File: config.mk
export PLATFORM = sky130hd
export DESIGN_NAME = second_int_flat
export DESIGN_NICKNAME = d
export VERILOG_FILES = /design/src/rtl/second_int_pkg.sv /design/src/rtl/second_int_if.sv /design/src/rtl/second_int_sat.sv /design/src/rtl/second_int.sv /design/src/flat_wrapper.sv
export SDC_FILE = /design/constraint.sdc
export NUM_CORES = 1
export LEC_CHECK = 0
export BUFFER_PORTS_ARGS = -buffer_cell sky130_fd_sc_hd__buf_2
export CAP_MARGIN = 20
export CELL_PAD_IN_SITES_DETAIL_PLACEMENT = 1
export CELL_PAD_IN_SITES_GLOBAL_PLACEMENT = 2
export CORE_UTILIZATION = 36
export CTS_CLUSTER_SIZE = 40
export DETAILED_ROUTE_END_ITERATION = 10
export HOLD_SLACK_MARGIN = 0.15
export PLACE_DENSITY = 0.95
export SKIP_CTS_REPAIR_TIMING = 1
export SYNTH_ARGS = -nofsm -noshare
export SYNTH_HDL_FRONTEND = slang
export SYNTH_SLANG_ARGS = --single-unit
File: constraint.sdc
create_clock -name clk -period 11.9 [get_ports clk]
set_input_delay 1.19 -clock clk [delete_from_list [all_inputs] [get_ports clk]]
set_output_delay 1.19 -clock clk [all_outputs]
set_load 0.02 [all_outputs]
File: src/rtl/second_int_pkg.sv
`default_nettype none
// ============================================================================
// second_int_pkg : shared types, defaults and clamp-bound helpers
// Rev 1.0
// ============================================================================
package second_int_pkg;

    localparam int DEF_IN_W  = 13;
    localparam int DEF_OUT_W = 16;

    typedef enum logic [2:0] {
        S_WAIT   = 3'b001,
        S_CALC   = 3'b010,
        S_FINISH = 3'b100
    } state_t;

    function automatic longint sat_hi(input int w);
        return (longint'(1) <<< (w - 1)) - 1;
    endfunction

    function automatic longint sat_lo(input int w);
        return -(longint'(1) <<< (w - 1));
    endfunction

endpackage
`default_nettype wire

File: src/rtl/second_int_if.sv
`default_nettype none
// ============================================================================
// second_int_if : enable/finish handshake bus of the second-order integrator
// Rev 1.0
// ============================================================================
interface second_int_if #(
    parameter int IN_W  = 13,
    parameter int OUT_W = 16
) ();

    logic                    clr;
    logic                    en_second_int;
    logic signed [IN_W-1:0]  dif_data;
    logic signed [OUT_W-1:0] int_data;
    logic                    int_finish;
    logic                    sat_flag;

    modport master (
        output clr,
        output en_second_int,
        output dif_data,
        input  int_data,
        input  int_finish,
        input  sat_flag
    );

    modport slave (
        input  clr,
        input  en_second_int,
        input  dif_data,
        output int_data,
        output int_finish,
        output sat_flag
    );

endinterface
`default_nettype wire

File: src/rtl/second_int_sat.sv
`default_nettype none
// ============================================================================
// second_int_sat : combinational saturating narrowing clamp with overflow flag
// Rev 1.0
// ============================================================================
module second_int_sat
    import second_int_pkg::*;
#(
    parameter int IN_W  = 19,
    parameter int OUT_W = 16
) (
    input  wire logic signed [IN_W-1:0]  value,
    output logic signed [OUT_W-1:0]      clamped,
    output logic                         ovf
);

    localparam logic signed [OUT_W-1:0] c_hi = OUT_W'(sat_hi(OUT_W));
    localparam logic signed [OUT_W-1:0] c_lo = OUT_W'(sat_lo(OUT_W));

    logic [IN_W-OUT_W:0] w_top;

    // The value fits iff every bit above the output sign bit equals it.
    always_comb begin
        w_top   = value[IN_W-1:OUT_W-1];
        ovf     = !((&w_top) || (~|w_top));
        clamped = value[OUT_W-1:0];
        if (ovf) begin
            clamped = value[IN_W-1] ? c_lo : c_hi;
        end
    end

endmodule
`default_nettype wire

File: src/rtl/second_int.sv
`default_nettype none
// ============================================================================
// second_int : second-order integrator, y[n] = 2*y[n-1] - y[n-2] + d[n]
// Rev 1.0
// ============================================================================
module second_int
    import second_int_pkg::*;
#(
    parameter int IN_W  = DEF_IN_W,
    parameter int OUT_W = DEF_OUT_W
) (
    input  wire logic   clk,
    input  wire logic   rst_n,
    second_int_if.slave bus
);

    localparam int W = OUT_W + 3;

    state_t                  r_state;
    state_t                  w_state_nxt;
    logic                    w_load;
    logic signed [OUT_W-1:0] r_y1;
    logic signed [OUT_W-1:0] r_y2;
    logic signed [OUT_W-1:0] r_data;
    logic                    r_finish;
    logic                    r_sat;
    logic signed [W-1:0]     w_v;
    logic signed [OUT_W-1:0] w_v_sat;
    logic                    w_ovf;

    always_ff @(posedge clk) begin
        if (!rst_n) begin
            r_state <= S_WAIT;
        end else if (bus.clr) begin
            r_state <= S_WAIT;
        end else begin
            r_state <= w_state_nxt;
        end
    end

    always_comb begin
        w_state_nxt = S_WAIT;
        w_load      = 1'b0;
        case (r_state)
            S_WAIT:   w_state_nxt = bus.en_second_int ? S_CALC : S_WAIT;
            S_CALC: begin
                w_load      = 1'b1;
                w_state_nxt = S_FINISH;
            end
            S_FINISH: w_state_nxt = S_WAIT;
            default:  w_state_nxt = S_WAIT;
        endcase
    end

    // Three guard bits cover 2*y1 - y2 + d without wrap before the clamp.
    assign w_v = ({{3{r_y1[OUT_W-1]}}, r_y1} <<< 1)
               - {{3{r_y2[OUT_W-1]}}, r_y2}
               + {{(W-IN_W){bus.dif_data[IN_W-1]}}, bus.dif_data};

    second_int_sat #(
        .IN_W  (W),
        .OUT_W (OUT_W)
    ) u_sat (
        .value   (w_v),
        .clamped (w_v_sat),
        .ovf     (w_ovf)
    );

    always_ff @(posedge clk) begin
        if (!rst_n || bus.clr) begin
            r_y1     <= '0;
            r_y2     <= '0;
            r_data   <= '0;
            r_finish <= 1'b0;
            r_sat    <= 1'b0;
        end else begin
            r_finish <= w_load;
            if (w_load) begin
                r_data <= w_v_sat;
                r_y2   <= r_y1;
                r_y1   <= w_v_sat;
                if (w_ovf) begin
                    r_sat <= 1'b1;
                end
            end
        end
    end

    assign bus.int_data   = r_data;
    assign bus.int_finish = r_finish;
    assign bus.sat_flag   = r_sat;

endmodule
`default_nettype wire

File: src/flat_wrapper.sv
// flat-port wrapper written by rule: the top's interface ports become plain ports
module second_int_flat import second_int_pkg::*;
#(
    parameter int IN_W  = DEF_IN_W,
    parameter int OUT_W = DEF_OUT_W
)
  (clk, rst_n, bus_clr, bus_en_second_int, bus_dif_data, bus_int_data, bus_int_finish, bus_sat_flag);
  second_int_if #(.IN_W(IN_W), .OUT_W(OUT_W)) bus_i ();
  input  wire logic clk;
  input  wire logic rst_n;
  input wire logic [$bits(bus_i.clr)-1:0] bus_clr;
  input wire logic [$bits(bus_i.en_second_int)-1:0] bus_en_second_int;
  input wire logic [$bits(bus_i.dif_data)-1:0] bus_dif_data;
  output wire logic [$bits(bus_i.int_data)-1:0] bus_int_data;
  output wire logic [$bits(bus_i.int_finish)-1:0] bus_int_finish;
  output wire logic [$bits(bus_i.sat_flag)-1:0] bus_sat_flag;
  assign bus_i.clr = bus_clr;
  assign bus_i.en_second_int = bus_en_second_int;
  assign bus_i.dif_data = bus_dif_data;
  assign bus_int_data = bus_i.int_data;
  assign bus_int_finish = bus_i.int_finish;
  assign bus_sat_flag = bus_i.sat_flag;
  second_int #(.IN_W(IN_W), .OUT_W(OUT_W)) u_core (.clk(clk), .rst_n(rst_n), .bus(bus_i));
endmodule
==> metrics.log, run 1 <==
[metrics] first-pass GRT wire length: between 10000 and 15000 µm
[metrics] ports placed on the boundary: 35
[metrics] Cell variety after synth: between 40 and 50
[metrics] Syn Area/Cell: 7.67 µm²
[metrics] power density over the cells: 82.4 nW/µm²
[metrics] detailed placer's ending HPWL: around 5700 µm
[metrics] clock net sink count: 36
[metrics] number of nets with antenna violations after detailed routing: 0
[metrics] highest fanout seen on the critical path: 15
[metrics] number of buffers created by CTS: 5
[metrics] setup violation total in the final timing report: 0
[metrics] ratio of final minimum period to clock period: 0.425
[metrics] worst path cell trace: ha_1 > nor2b_1 > o21ai_0 > a21boi_0 > o21ai_0 > a21oi_1 > or2_2 > a21o_1 > a211oi_1 > nor2_1 > ha_1 > a21oi_1 > o21ai_0 > and3_1 > a221o_1 > or2_2 > a31oi_1 > nor2_1 > o31ai_2 > buf_4 > a21oi_1
[metrics] category of the most critical setup path: reg2reg
[metrics] Synth top cells by count: 60 x sky130_fd_sc_hd__nand2_1, 48 x sky130_fd_sc_hd__a21oi_1, 36 x sky130_fd_sc_hd__dfxtp_1
[metrics] Nets: 448
[metrics] CTS clock-pin slew for the worst setup and hold paths: 80 ps
[metrics] area of the placeable core: 7330 µm²
[metrics] Synthesized Nets: about 420
[metrics] number of synthesized register bits: 36
[metrics] portion of the post-synthesis area used by sequential elements: 0.260
[metrics] setup TNS after final layout: 0 ps
[metrics] number of global-route vias before repair: roughly 2700
[metrics] critical path arrival: between 5000 and 6000 ps
[metrics] number of standard-cell rows in the floorplan: 31
[metrics] Synth Instances: 361
[metrics] proportion of synthesized area in mux cells: 0
[metrics] largest vdd supply drop: approximately 0.000033 V
[metrics] GRT Total Usage: 0.207
[metrics] Max Cap Violations: 0
[metrics] xor and xnor fraction of the mapped netlist area: 0.0823
[metrics] number of warnings issued by yosys: 0
[metrics] share of post-route cells with drive strength above 1: 0.127
[metrics] Slowest-stage cell, CP: sky130_fd_sc_hd__dfxtp_1
[metrics] most used standard cell by instance count after synthesis: sky130_fd_sc_hd__nand2_1
[metrics] compound-gate portion of the synthesized area: 0.267
[metrics] DRC Markers: 0
[metrics] share of synthesized registers carrying an async set or reset: 0
[metrics] largest family of logic cells by synthesized area: compound AO/OA/AOI/OAI gates
[metrics] Synth area leader: sky130_fd_sc_hd__dfxtp_1
[metrics] die width: ~90 µm
[metrics] count of pins over their slew limit: 0
[metrics] total iterations of the first detailed-routing run: 4
[metrics] delay of the slowest cell on the worst path: between 400 and 500 ps
[metrics] RSZ-0062 raised after global routing: false
[metrics] top post-synthesis cells by area: sky130_fd_sc_hd__dfxtp_1 26%, sky130_fd_sc_hd__ha_1 16%, sky130_fd_sc_hd__a21oi_1 8.7%
[metrics] Cell Area, Placed: just over 3000 µm²
[metrics] predominant post-synthesis flop cell: sky130_fd_sc_hd__dfxtp_1
[metrics] CTS max path bufs: 2
[metrics] clock latency of the later-clocked register in the worst-skew pair: 290 ps
[metrics] port buffer count: 34
[metrics] netlist area before placement: 2770 µm²
[metrics] relative slew slack: 0.453
[metrics] result of the run: completed
[metrics] total wire length after detailed routing: 7560 µm
[metrics] WL per Instance: between 15 and 20 µm
[metrics] path class of the lowest-slack min-delay path: reg2reg
[metrics] top achievable clock speed: just under 200 MHz
[metrics] first-iteration detailed-routing DRC count: between 100 and 150
[metrics] static power due to leakage: ~1.3 nW
[metrics] H-tree levels: 2
[metrics] number of enable-type register cells in the synthesized netlist: 0
[metrics] vertical extent of the die: about 90 µm
[metrics] effective utilization at floorplan: 0.378
[metrics] full die area: 8040 µm²
[metrics] minimum period implied by the final worst setup slack: ~5100 ps
[metrics] master cell of the clock root buffer: sky130_fd_sc_hd__clkbuf_8
[metrics] kind of start point of the critical path: flop
[metrics] portion of synthesized cell area occupied by the leading cell type: 0.260
[metrics] worst hold margin: 457 ps
[metrics] nature of the critical path endpoint: flop
[metrics] worst clock skew: between 5 and 6 ps
[metrics] via density per instance: between 5 and 6
[metrics] via count: ~2700
[metrics] antenna cell count: 0
[metrics] pin count of the biggest net entering global routing: 48
[metrics] share of synthesized cell area in and, or, nand and nor gates: 0.174
[metrics] RePlAce Congestion: about 0.82
[metrics] relative area change from synthesis to final layout: 13.0%
[metrics] TritonCTS clock tree: done
[metrics] post-route design area: 3130 µm²
[metrics] Data required, critical path: between 10000 and 15000 ps
[metrics] antenna violations before repair: 0
[metrics] number of failing hold endpoints at the final stage: 0
[metrics] arithmetic-cell share of the synthesized area counting full adders, half adders and majority gates: 0.173
[metrics] measured slew at the worst slew-check pin: 818 ps
[metrics] GRT Residual Overflow: 0
[state kept, by name (all words and copies together), names as in the netlist]
signal               count
u_core.r_state           3
u_core.bus.int_data     16
u_core.r_y2             16
u_core.bus.sat_flag      1
[stage by stage]
step,total power [mW],instances,setup slack (ps),util
floorplan,0.159,361,7290,-
global placement,0.171,486,7180,0.415
detailed placement,0.173,486,6920,0.415
CTS,0.261,494,6850,0.427
global route,0.271,494,6400,0.427
finish,0.258,494,6850,0.427
[layer usage]
metal,global-route usage,part of all wire,wire [µm],vias to the layer above
met2,0.369,0.50,3780,43
met4,0.0707,0.019,142,0
met3,0.0302,0.025,188,14
li1,-,-,-,1337
met1,0.255,0.46,3450,1298
met5,0,0,0,-
[path summary, 6_finish.rpt]
check | start | to | slack, ps | cells past startpoint
setup / recovery | u_core.bus.int_data[0] | u_core.bus.int_data[14] | 6850 | 21
hold / removal | u_core.r_y2[5] | u_core.r_y2[5] | 460 | 2
setup reg to reg | u_core.bus.int_data[0] | u_core.bus.int_data[14] | 6850 | 21
hold reg to reg | u_core.r_y2[5] | u_core.r_y2[5] | 460 | 2
[cell usage in the layout (no fill, tap or decap), types with 10 or more instances in the layout]
cell type / instances
sky130_fd_sc_hd__dfxtp_1: 36
sky130_fd_sc_hd__a21o_1: 10
sky130_fd_sc_hd__a21oi_1: 48
sky130_fd_sc_hd__ha_1: 35
sky130_fd_sc_hd__xnor2_1: 13
sky130_fd_sc_hd__o21ai_0: 30
sky130_fd_sc_hd__xor2_1: 13
sky130_fd_sc_hd__nand2_1: 60
sky130_fd_sc_hd__buf_2: 34
sky130_fd_sc_hd__inv_1: 21
sky130_fd_sc_hd__nor2_1: 16
[power by group]
group	leakage, nW	switching (mW)	internal (mW)
clock network	0.0424	0.0453	0.0418
registers	0.290	0.000544	0.121
logic	0.976	0.0291	0.0199
total	1.31	0.0750	0.183
[worst max-delay path, delay by kind of cell, from the launching register on]
kind	cells	cell delay [ps]
simple gates	6	1170
compound gates	12	2460
flops	1	430
buf+inv	1	260
fa+ha+maj	2	610
[cells by family (layout without fill, tap and decap cells)]
kind of cell,count (synthesis),count (layout)
DFF,36,36
adders and majority gates,37,37
buffers and inverters,32,66
and+or+nand+nor,108,108
AOI/OAI and AO/OA,122,122
xor gates and xnor gates,26,26
[area by class of cell]
class                           instances  area [µm²]
Clock buffer                            7        76.3
Clock inverter                          1        8.76
Fill cell                             931        4200
Inverter                               21        78.8
Multi-Input combinational cell        293        1930
Sequential cell                        36         721
Tap cell                               99         124
Timing Repair Buffer                   37         193
Power figures use the tool's default switching activity.
==> run 2: changes to the inputs <==
--- a/config.mk
+++ b/config.mk
@@ -9,11 +9,11 @@
 export CAP_MARGIN = 20
 export CELL_PAD_IN_SITES_DETAIL_PLACEMENT = 1
 export CELL_PAD_IN_SITES_GLOBAL_PLACEMENT = 2
-export CORE_UTILIZATION = 36
+export CORE_UTILIZATION = 34
 export CTS_CLUSTER_SIZE = 40
 export DETAILED_ROUTE_END_ITERATION = 10
 export HOLD_SLACK_MARGIN = 0.15
-export PLACE_DENSITY = 0.95
+export PLACE_DENSITY = 0.91
 export SKIP_CTS_REPAIR_TIMING = 1
 export SYNTH_ARGS = -nofsm -noshare
 export SYNTH_HDL_FRONTEND = slang
==> constraint.sdc (replaced) <==
create_clock -name clk -period 5 [get_ports clk]
set_input_delay 0.5 -clock clk [delete_from_list [all_inputs] [get_ports clk]]
set_output_delay 0.5 -clock clk [all_outputs]
set_load 0.02 [all_outputs]
==> metrics.log, run 2 (synthesis results as in run 1) <==
[metrics] result of the run: completed
[metrics] CTS max path bufs: 2 (unchanged)
[metrics] part of the power in the clock network: 0.345 (+0.007)
[metrics] TritonCTS clock tree: done
[metrics] dpl cells: 489 (+0.62%)
[metrics] Buf/Inv on CP: 2 (+1)
[metrics] worst hold start: bus_en_second_int
[metrics] first-pass GRT wire length: 12400 µm (-1.2%)
[metrics] vertical extent of the die: 92.2 µm (+2.8%)
[metrics] dominant delay contributor by cell family on the critical path: compound AO/OA/AOI/OAI gates
[metrics] critical register-to-register path startpoint: u_core.r_y2[1]
[metrics] pre-CTS WS: 119 ps (-6800 ps)
[metrics] Slowest-stage cell, CP: sky130_fd_sc_hd__or4_1
[metrics] RePlAce Congestion: 0.824 (+0.40%)
[metrics] clock latency of the later-clocked register in the worst-skew pair: 300 ps (about the same)
[metrics] Net Switching: 195 µW (+160%)
[metrics] minimum period implied by the final worst setup slack: 4790 ps (-262 ps)
[metrics] Max Cap Violations: 0 (unchanged)
[metrics] number of buffers created by CTS: 5 (unchanged)
[metrics] worst-case register-to-register setup slack: 210 ps (-6640 ps)
[metrics] power density over the cells: 196 nW/µm² (+140%)
[metrics] worst path cell trace: inv_1 > ha_1 > nor2b_1 > o21ai_1 > a21boi_1 > o21ai_1 > a21oi_1 > or2_4 > a21oi_1 > o21ai_1 > o41a_1 > buf_4 > ha_4 > nand2_1 > nor2_1 > and3_1 > a221o_1 > o41ai_4 > xnor2_2 > or4_1 > a31oi_1 > nor2_1
[metrics] kind of start point of the critical path: flop
[metrics] most common cell type on the critical path: sky130_fd_sc_hd__o21ai_1
[metrics] measured slew at the worst slew-check pin: 954 ps (+136 ps)
[metrics] master cell of the clock root buffer: sky130_fd_sc_hd__clkbuf_8
[metrics] antenna cell count: 0 (unchanged)
[metrics] number of standard cells in the final layout excluding fillers: 501 (+1.4%)
[metrics] commonest cells after routing, fill and taps aside: 60 x sky130_fd_sc_hd__nand2_1, 46 x sky130_fd_sc_hd__a21oi_1, 34 x sky130_fd_sc_hd__ha_1, 34 x sky130_fd_sc_hd__buf_2, 34 x sky130_fd_sc_hd__dfxtp_1
[metrics] pin count of the biggest net entering global routing: 29 (-40%)
[metrics] area of the placeable core: 7810 µm² (+6.5%)
[metrics] DRC Markers: 0 (unchanged)
[metrics] sequential group share of total power: 0.456 (-0.016)
[metrics] worst hold stages: 3 (+1)
[metrics] delay of the slowest cell on the worst path: 480 ps (+50 ps)
[metrics] category of the most critical setup path: reg2reg
[metrics] worst clock skew: 8.48 ps (+2.93 ps)
[metrics] full die area: 8500 µm² (+5.7%)
[metrics] Comb power frac: 0.199 (+0.009)
[metrics] first-iteration detailed-routing DRC count: 84 (-21%)
[metrics] setup violation total in the final timing report: 0 (unchanged)
[metrics] largest vdd supply drop: 0.000106 V (+220%)
[metrics] worst-case hold path end point: u_core.r_state[1]
[metrics] Critical Path Source: u_core.r_y2[1]
[metrics] CTS clock-pin slew for the worst setup and hold paths: 90 ps (about the same)
[metrics] path class of the lowest-slack min-delay path: in2reg
[metrics] relative slew slack: 0.364 (-0.0891)
[metrics] top achievable clock speed: 209 MHz (+5.5%)
[metrics] count of pins over their slew limit: 0 (unchanged)
[metrics] GRT Residual Overflow: 0 (unchanged)
[metrics] ports placed on the boundary: 35 (unchanged)
[metrics] Internal: 439 µW (+140%)
[metrics] critical path arrival: 4950 ps (-260 ps)
[metrics] Nets: 452 (+0.89%)
[metrics] Data required, critical path: 5160 ps (-6900 ps)
[metrics] port buffer count: 34 (unchanged)
[metrics] highest fanout seen on the critical path: 4 (-11)
[metrics] number of global-route vias before repair: 2573 (-5.1%)
[metrics] GRT Total Usage: 0.184 (-0.0228)
[metrics] clock net sink count: 36 (unchanged)
[metrics] final setup slack of the worst path: 210 ps (-6640 ps)
[metrics] number of nets with antenna violations after detailed routing: 0 (unchanged)
[metrics] die width: 92.2 µm (+2.8%)
[metrics] via density per instance: 5.31 (-2.6%)
[metrics] number of standard-cell rows in the floorplan: 32 (+3.2%)
[metrics] detailed placer's ending HPWL: 5800 µm (+1.4%)
[metrics] WL per Instance: 15.4 µm (+0.82%)
[metrics] worst reg2reg path endpoint: u_core.bus.sat_flag
[metrics] setup TNS after final layout: 0 ps (unchanged)
[metrics] static power due to leakage: 1.36 nW (+3.8%)
[metrics] nature of the critical path endpoint: flop
[metrics] most frequent standard cell in the layout excluding fill and tap cells: sky130_fd_sc_hd__nand2_1
[metrics] relative area change from synthesis to final layout: 16.9%
[metrics] total wire length after detailed routing: 7730 µm (+2.2%)
[metrics] effective utilization at floorplan: 0.354 (-0.0231)
[metrics] via count: 2659 (-1.2%)
[metrics] share of post-route cells with drive strength above 1: 0.163 (+0.0363)
[metrics] H-tree levels: 2 (unchanged)
[metrics] switching power share of the total: 0.308 (+0.0170)
[metrics] number of failing hold endpoints at the final stage: 0 (unchanged)
[metrics] depth of the most critical reg-to-reg path: 22 (+4.8%)
[metrics] total iterations of the first detailed-routing run: 4 (unchanged)
[metrics] ratio of final minimum period to clock period: 0.958 (+0.533)
[metrics] antenna violations before repair: 0 (unchanged)
[run 2: cell count changes in the layout (fill, tap and decap cells not counted), moves of 2 or more]
| cell | before | now |
|---|---|---|
| sky130_fd_sc_hd__o21ai_0 | 30 | 25 |
| sky130_fd_sc_hd__clkinv_2 | 0 | 2 |
| sky130_fd_sc_hd__o21ai_1 | 0 | 4 |
| sky130_fd_sc_hd__dfxtp_2 | 0 | 2 |
| sky130_fd_sc_hd__clkbuf_1 | 2 | 0 |
| sky130_fd_sc_hd__buf_4 | 3 | 6 |
| sky130_fd_sc_hd__a21oi_1 | 48 | 46 |
| sky130_fd_sc_hd__dfxtp_1 | 36 | 34 |
| sky130_fd_sc_hd__a21oi_2 | 0 | 2 |
[run 2: power by group through the flow]
| stage | Clock, mW | Combinational [mW] | Sequential (mW) |
|---|---|---|---|
| floorplan | 0 | 0.0828 | 0.297 |
| global placement | 0 | 0.111 | 0.296 |
| detailed placement | 0 | 0.113 | 0.296 |
| CTS | 0.223 | 0.114 | 0.289 |
| global route | 0.238 | 0.139 | 0.290 |
| finish | 0.219 | 0.126 | 0.289 |
[run 2: worst reg2reg max path: stages (launching register included)]
cell	delay, ps
sky130_fd_sc_hd__dfxtp_2	330
sky130_fd_sc_hd__inv_1	60
sky130_fd_sc_hd__ha_1	260
sky130_fd_sc_hd__nor2b_1	130
sky130_fd_sc_hd__o21ai_1	190
sky130_fd_sc_hd__a21boi_1	110
sky130_fd_sc_hd__o21ai_1	190
sky130_fd_sc_hd__a21oi_1	120
sky130_fd_sc_hd__or2_4	270
sky130_fd_sc_hd__a21oi_1	150
sky130_fd_sc_hd__o21ai_1	110
sky130_fd_sc_hd__o41a_1	430
sky130_fd_sc_hd__buf_4	160
sky130_fd_sc_hd__ha_4	220
sky130_fd_sc_hd__nand2_1	90
sky130_fd_sc_hd__nor2_1	70
sky130_fd_sc_hd__and3_1	170
sky130_fd_sc_hd__a221o_1	360
sky130_fd_sc_hd__o41ai_4	350
sky130_fd_sc_hd__xnor2_2	160
sky130_fd_sc_hd__or4_1	480
sky130_fd_sc_hd__a31oi_1	170
sky130_fd_sc_hd__nor2_1	50
[run 2: layer usage]
metal	up-vias	global-route usage	routed length (µm)
met4	0	0.0430	73
li1	1362	-	-
met3	6	0.0249	115
met5	-	0	0
met1	1264	0.237	3770
met2	27	0.325	3780
[run 2: layout make-up]
class,instances,area (µm²)
clock inverters,3,18.8
repair buffers,41,226
clock buffers,5,68.8
well taps,102,128
multi-input cells,293,1990
inverters,21,78.8
flip-flops and latches,36,723
fillers,980,4570
[run 2: stage by stage]
step                      power (mW)  hold WS [ps]  utilization  cell area (µm²)
after global routing           0.666           448        0.414             3230
after global placement         0.407           439        0.390             3050
after CTS                      0.627           438        0.401             3130
after detailed placement       0.409           450        0.390             3050
final                          0.634           436        0.414             3230
after floorplan                0.379           422            -             2770
[run 2: worst max-delay path by stage]
stage,to,slack [ps],cells after the start
finish,u_core.bus.sat_flag,210,22
detailed placement,u_core.bus.int_data[1],120,21
floorplan,u_core.bus.int_data[10],390,20
global placement,u_core.bus.sat_flag,180,21
CTS,u_core.bus.int_data[14],30,21
global route,u_core.bus.sat_flag,-30,22
==> run 3: changes to the inputs <==
--- a/config.mk
+++ b/config.mk
@@ -10,10 +10,11 @@
 export CELL_PAD_IN_SITES_DETAIL_PLACEMENT = 1
 export CELL_PAD_IN_SITES_GLOBAL_PLACEMENT = 2
 export CORE_UTILIZATION = 34
+export CTS_BUF_LIST = sky130_fd_sc_hd__clkbuf_8 sky130_fd_sc_hd__clkbuf_16
 export CTS_CLUSTER_SIZE = 40
 export DETAILED_ROUTE_END_ITERATION = 10
 export HOLD_SLACK_MARGIN = 0.15
-export PLACE_DENSITY = 0.91
+export PLACE_DENSITY = 0.81
 export SKIP_CTS_REPAIR_TIMING = 1
 export SYNTH_ARGS = -nofsm -noshare
 export SYNTH_HDL_FRONTEND = slang
==> metrics.log, run 3 (synthesis results as in run 1) <==
[metrics] measured slew at the worst slew-check pin: 984 ps (+30.2 ps)
[metrics] highest fanout seen on the critical path: 4 (unchanged)
[metrics] port buffer count: 34 (unchanged)
[metrics] master cell of the clock root buffer: sky130_fd_sc_hd__clkbuf_8
[metrics] utilization of the core after routing: 0.421 (+0.00721)
[metrics] sequential group share of total power: 0.423 (-0.033)
[metrics] top achievable clock speed: 212 MHz (+1.4%)
[metrics] worst hold margin: 449 ps (+12.8 ps)
[metrics] ports placed on the boundary: 35 (unchanged)
[metrics] H-tree levels: 2 (unchanged)
[metrics] number of standard-cell rows in the floorplan: 32 (unchanged)
[metrics] Cell Area, Placed: 3070 µm² (+0.66%)
[metrics] fill cell total of the finished layout: 983 (+0.31%)
[metrics] Comb power frac: 0.191 (-0.008)
[metrics] static power due to leakage: 1.37 nW (+0.51%)
[metrics] relative area change from synthesis to final layout: 18.9%
[metrics] first-pass GRT wire length: 12700 µm (+1.9%)
[metrics] Max Cap Violations: 0 (unchanged)
[metrics] relative slew slack: 0.344 (-0.0202)
[metrics] nature of the critical path endpoint: flop
[metrics] pin count of the biggest net entering global routing: 30 (+3.4%)
[metrics] final setup slack of the worst path: 275 ps (+65.2 ps)
[metrics] pre-CTS WS: 78.8 ps (-40.1 ps)
[metrics] GRT Total Usage: 0.191 (+0.00634)
[metrics] via density per instance: 5.24 (-1.2%)
[metrics] WL per Instance: 15.4 µm (-0.50%)
[metrics] DRC Markers: 0 (unchanged)
[metrics] setup violation total in the final timing report: 0 (unchanged)
[metrics] effective utilization at floorplan: 0.354 (unchanged)
[metrics] critical path arrival: 4900 ps (-50 ps)
[metrics] path class of the lowest-slack min-delay path: in2reg
[metrics] Net Switching: 194 µW (-0.69%)
[metrics] total iterations of the first detailed-routing run: 4 (unchanged)
[metrics] power density over the cells: 208 nW/µm² (+6.0%)
[metrics] number of failing hold endpoints at the final stage: 0 (unchanged)
[metrics] CTS max path bufs: 2 (unchanged)
[metrics] vertical extent of the die: 92.2 µm (unchanged)
[metrics] ratio of final minimum period to clock period: 0.945 (-0.0130)
[metrics] depth of the most critical reg-to-reg path: 21 (-4.5%)
[metrics] setup TNS after final layout: 0 ps (unchanged)
[metrics] first-iteration detailed-routing DRC count: 45 (-46%)
[metrics] Internal: 490 µW (+12%)
[metrics] number of nets with antenna violations after detailed routing: 0 (unchanged)
[metrics] post-route design area: 3290 µm² (+1.7%)
[metrics] count of pins over their slew limit: 0 (unchanged)
[metrics] part of the power in the clock network: 0.386 (+0.041)
[metrics] GRT Residual Overflow: 0 (unchanged)
[metrics] total power consumption of the routed design: 684 µW (+7.8%)
[metrics] antenna violations before repair: 0 (unchanged)
[metrics] number of global-route vias before repair: 2591 (+0.70%)
[metrics] dpl cells: 490 (+0.20%)
[metrics] Data required, critical path: 5180 ps (+20 ps)
[metrics] worst clock skew: 7.25 ps (-1.22 ps)
[metrics] detailed placer's ending HPWL: 5780 µm (-0.39%)
[metrics] total wire length after detailed routing: 7680 µm (-0.70%)
[metrics] most frequent standard cell in the layout excluding fill and tap cells: sky130_fd_sc_hd__nand2_1
[metrics] minimum period implied by the final worst setup slack: 4720 ps (-65.2 ps)
[metrics] number of standard cells in the final layout excluding fillers: 500 (-0.20%)
[metrics] via count: 2621 (-1.4%)
[metrics] clock net sink count: 36 (unchanged)
[metrics] die width: 92.2 µm (unchanged)
[metrics] kind of start point of the critical path: flop
[metrics] full die area: 8500 µm² (unchanged)
[metrics] result of the run: completed
[metrics] number of buffers created by CTS: 5 (unchanged)
[metrics] TritonCTS clock tree: done
[metrics] commonest cells after routing, fill and taps aside: 59 x sky130_fd_sc_hd__nand2_1, 43 x sky130_fd_sc_hd__a21oi_1, 35 x sky130_fd_sc_hd__dfxtp_1
[metrics] CTS clock-pin slew for the worst setup and hold paths: 80 ps (about the same)
[metrics] category of the most critical setup path: reg2reg
[metrics] antenna cell count: 0 (unchanged)
[metrics] RePlAce Congestion: 0.836 (+1.5%)
[metrics] switching power share of the total: 0.284 (-0.0244)
[metrics] share of post-route cells with drive strength above 1: 0.176 (+0.0130)
[metrics] largest vdd supply drop: 0.000123 V (+16%)
[metrics] clock latency of the later-clocked register in the worst-skew pair: 300 ps (about the same)
[metrics] area of the placeable core: 7810 µm² (unchanged)
[metrics] Nets: 451 (-0.22%)
[metrics] RSZ-0062 raised after global routing: false
[metrics] worst hold stages: 3 (unchanged)
## run 3: changes by cell type in the layout (fill, tap and decap cells not counted), sizes merged
cell / before / now
clkinv: 3 / 1
buf: 41 / 40
clkinvlp: 0 / 1
bufinv: 0 / 1
## run 3: power groups by stage
stage,sequential (mW),combinational [mW],clock [mW]
5_1_grt,0.290,0.146,0.283
6_report,0.289,0.131,0.264
2_1_floorplan,0.297,0.0828,0
4_1_cts,0.289,0.117,0.273
3_5_place_dp,0.296,0.116,0
3_3_place_gp,0.296,0.113,0
## run 3: metal layers
layer | track usage | routed length, µm
met5 | 0 | 0
met1 | 0.258 | 3890
met2 | 0.323 | 3610
met3 | 0.0282 | 133
met4 | 0.0352 | 46
## run 3: final cells by class
cell class | count | area, µm² | area share
Inverter | 21 | 78.8 | 0.0240
Multi-Input combinational cell | 293 | 2020 | 0.615
Clock buffer | 5 | 68.8 | 0.0209
Sequential cell | 36 | 722 | 0.219
Timing Repair Buffer | 40 | 228 | 0.0692
Clock inverter | 3 | 42.5 | 0.0129
Tap cell | 102 | 128 | 0.0388
## run 3: final timing paths
check                                      endpoint               from  slack (ps)
worst max-delay path            u_core.bus.sat_flag     u_core.r_y2[1]         280
worst min-delay path              u_core.r_state[1]  bus_en_second_int         450
worst max register to register  u_core.bus.sat_flag     u_core.r_y2[1]         280
worst min register to register      u_core.r_y2[14]    u_core.r_y2[14]         460
## run 3: critical path, cell delays in order (launching register included)
cell                       delay [ps]
sky130_fd_sc_hd__dfxtp_1          330
sky130_fd_sc_hd__inv_1             70
sky130_fd_sc_hd__ha_1             260
sky130_fd_sc_hd__nor2b_1          120
sky130_fd_sc_hd__o21ai_1          160
sky130_fd_sc_hd__a21boi_1         110
sky130_fd_sc_hd__o21ai_1          230
sky130_fd_sc_hd__a21oi_2           90
sky130_fd_sc_hd__or2_4            270
sky130_fd_sc_hd__a21oi_2          130
sky130_fd_sc_hd__o21ai_1           90
sky130_fd_sc_hd__o41a_1           450
sky130_fd_sc_hd__ha_1             300
sky130_fd_sc_hd__a21oi_1          150
sky130_fd_sc_hd__o21ai_1          100
sky130_fd_sc_hd__and3_1           190
sky130_fd_sc_hd__a221o_1          310
sky130_fd_sc_hd__o41ai_4          370
sky130_fd_sc_hd__xnor2_2          160
sky130_fd_sc_hd__or4_1            480
sky130_fd_sc_hd__a31oi_1          180
sky130_fd_sc_hd__nor2_1            50
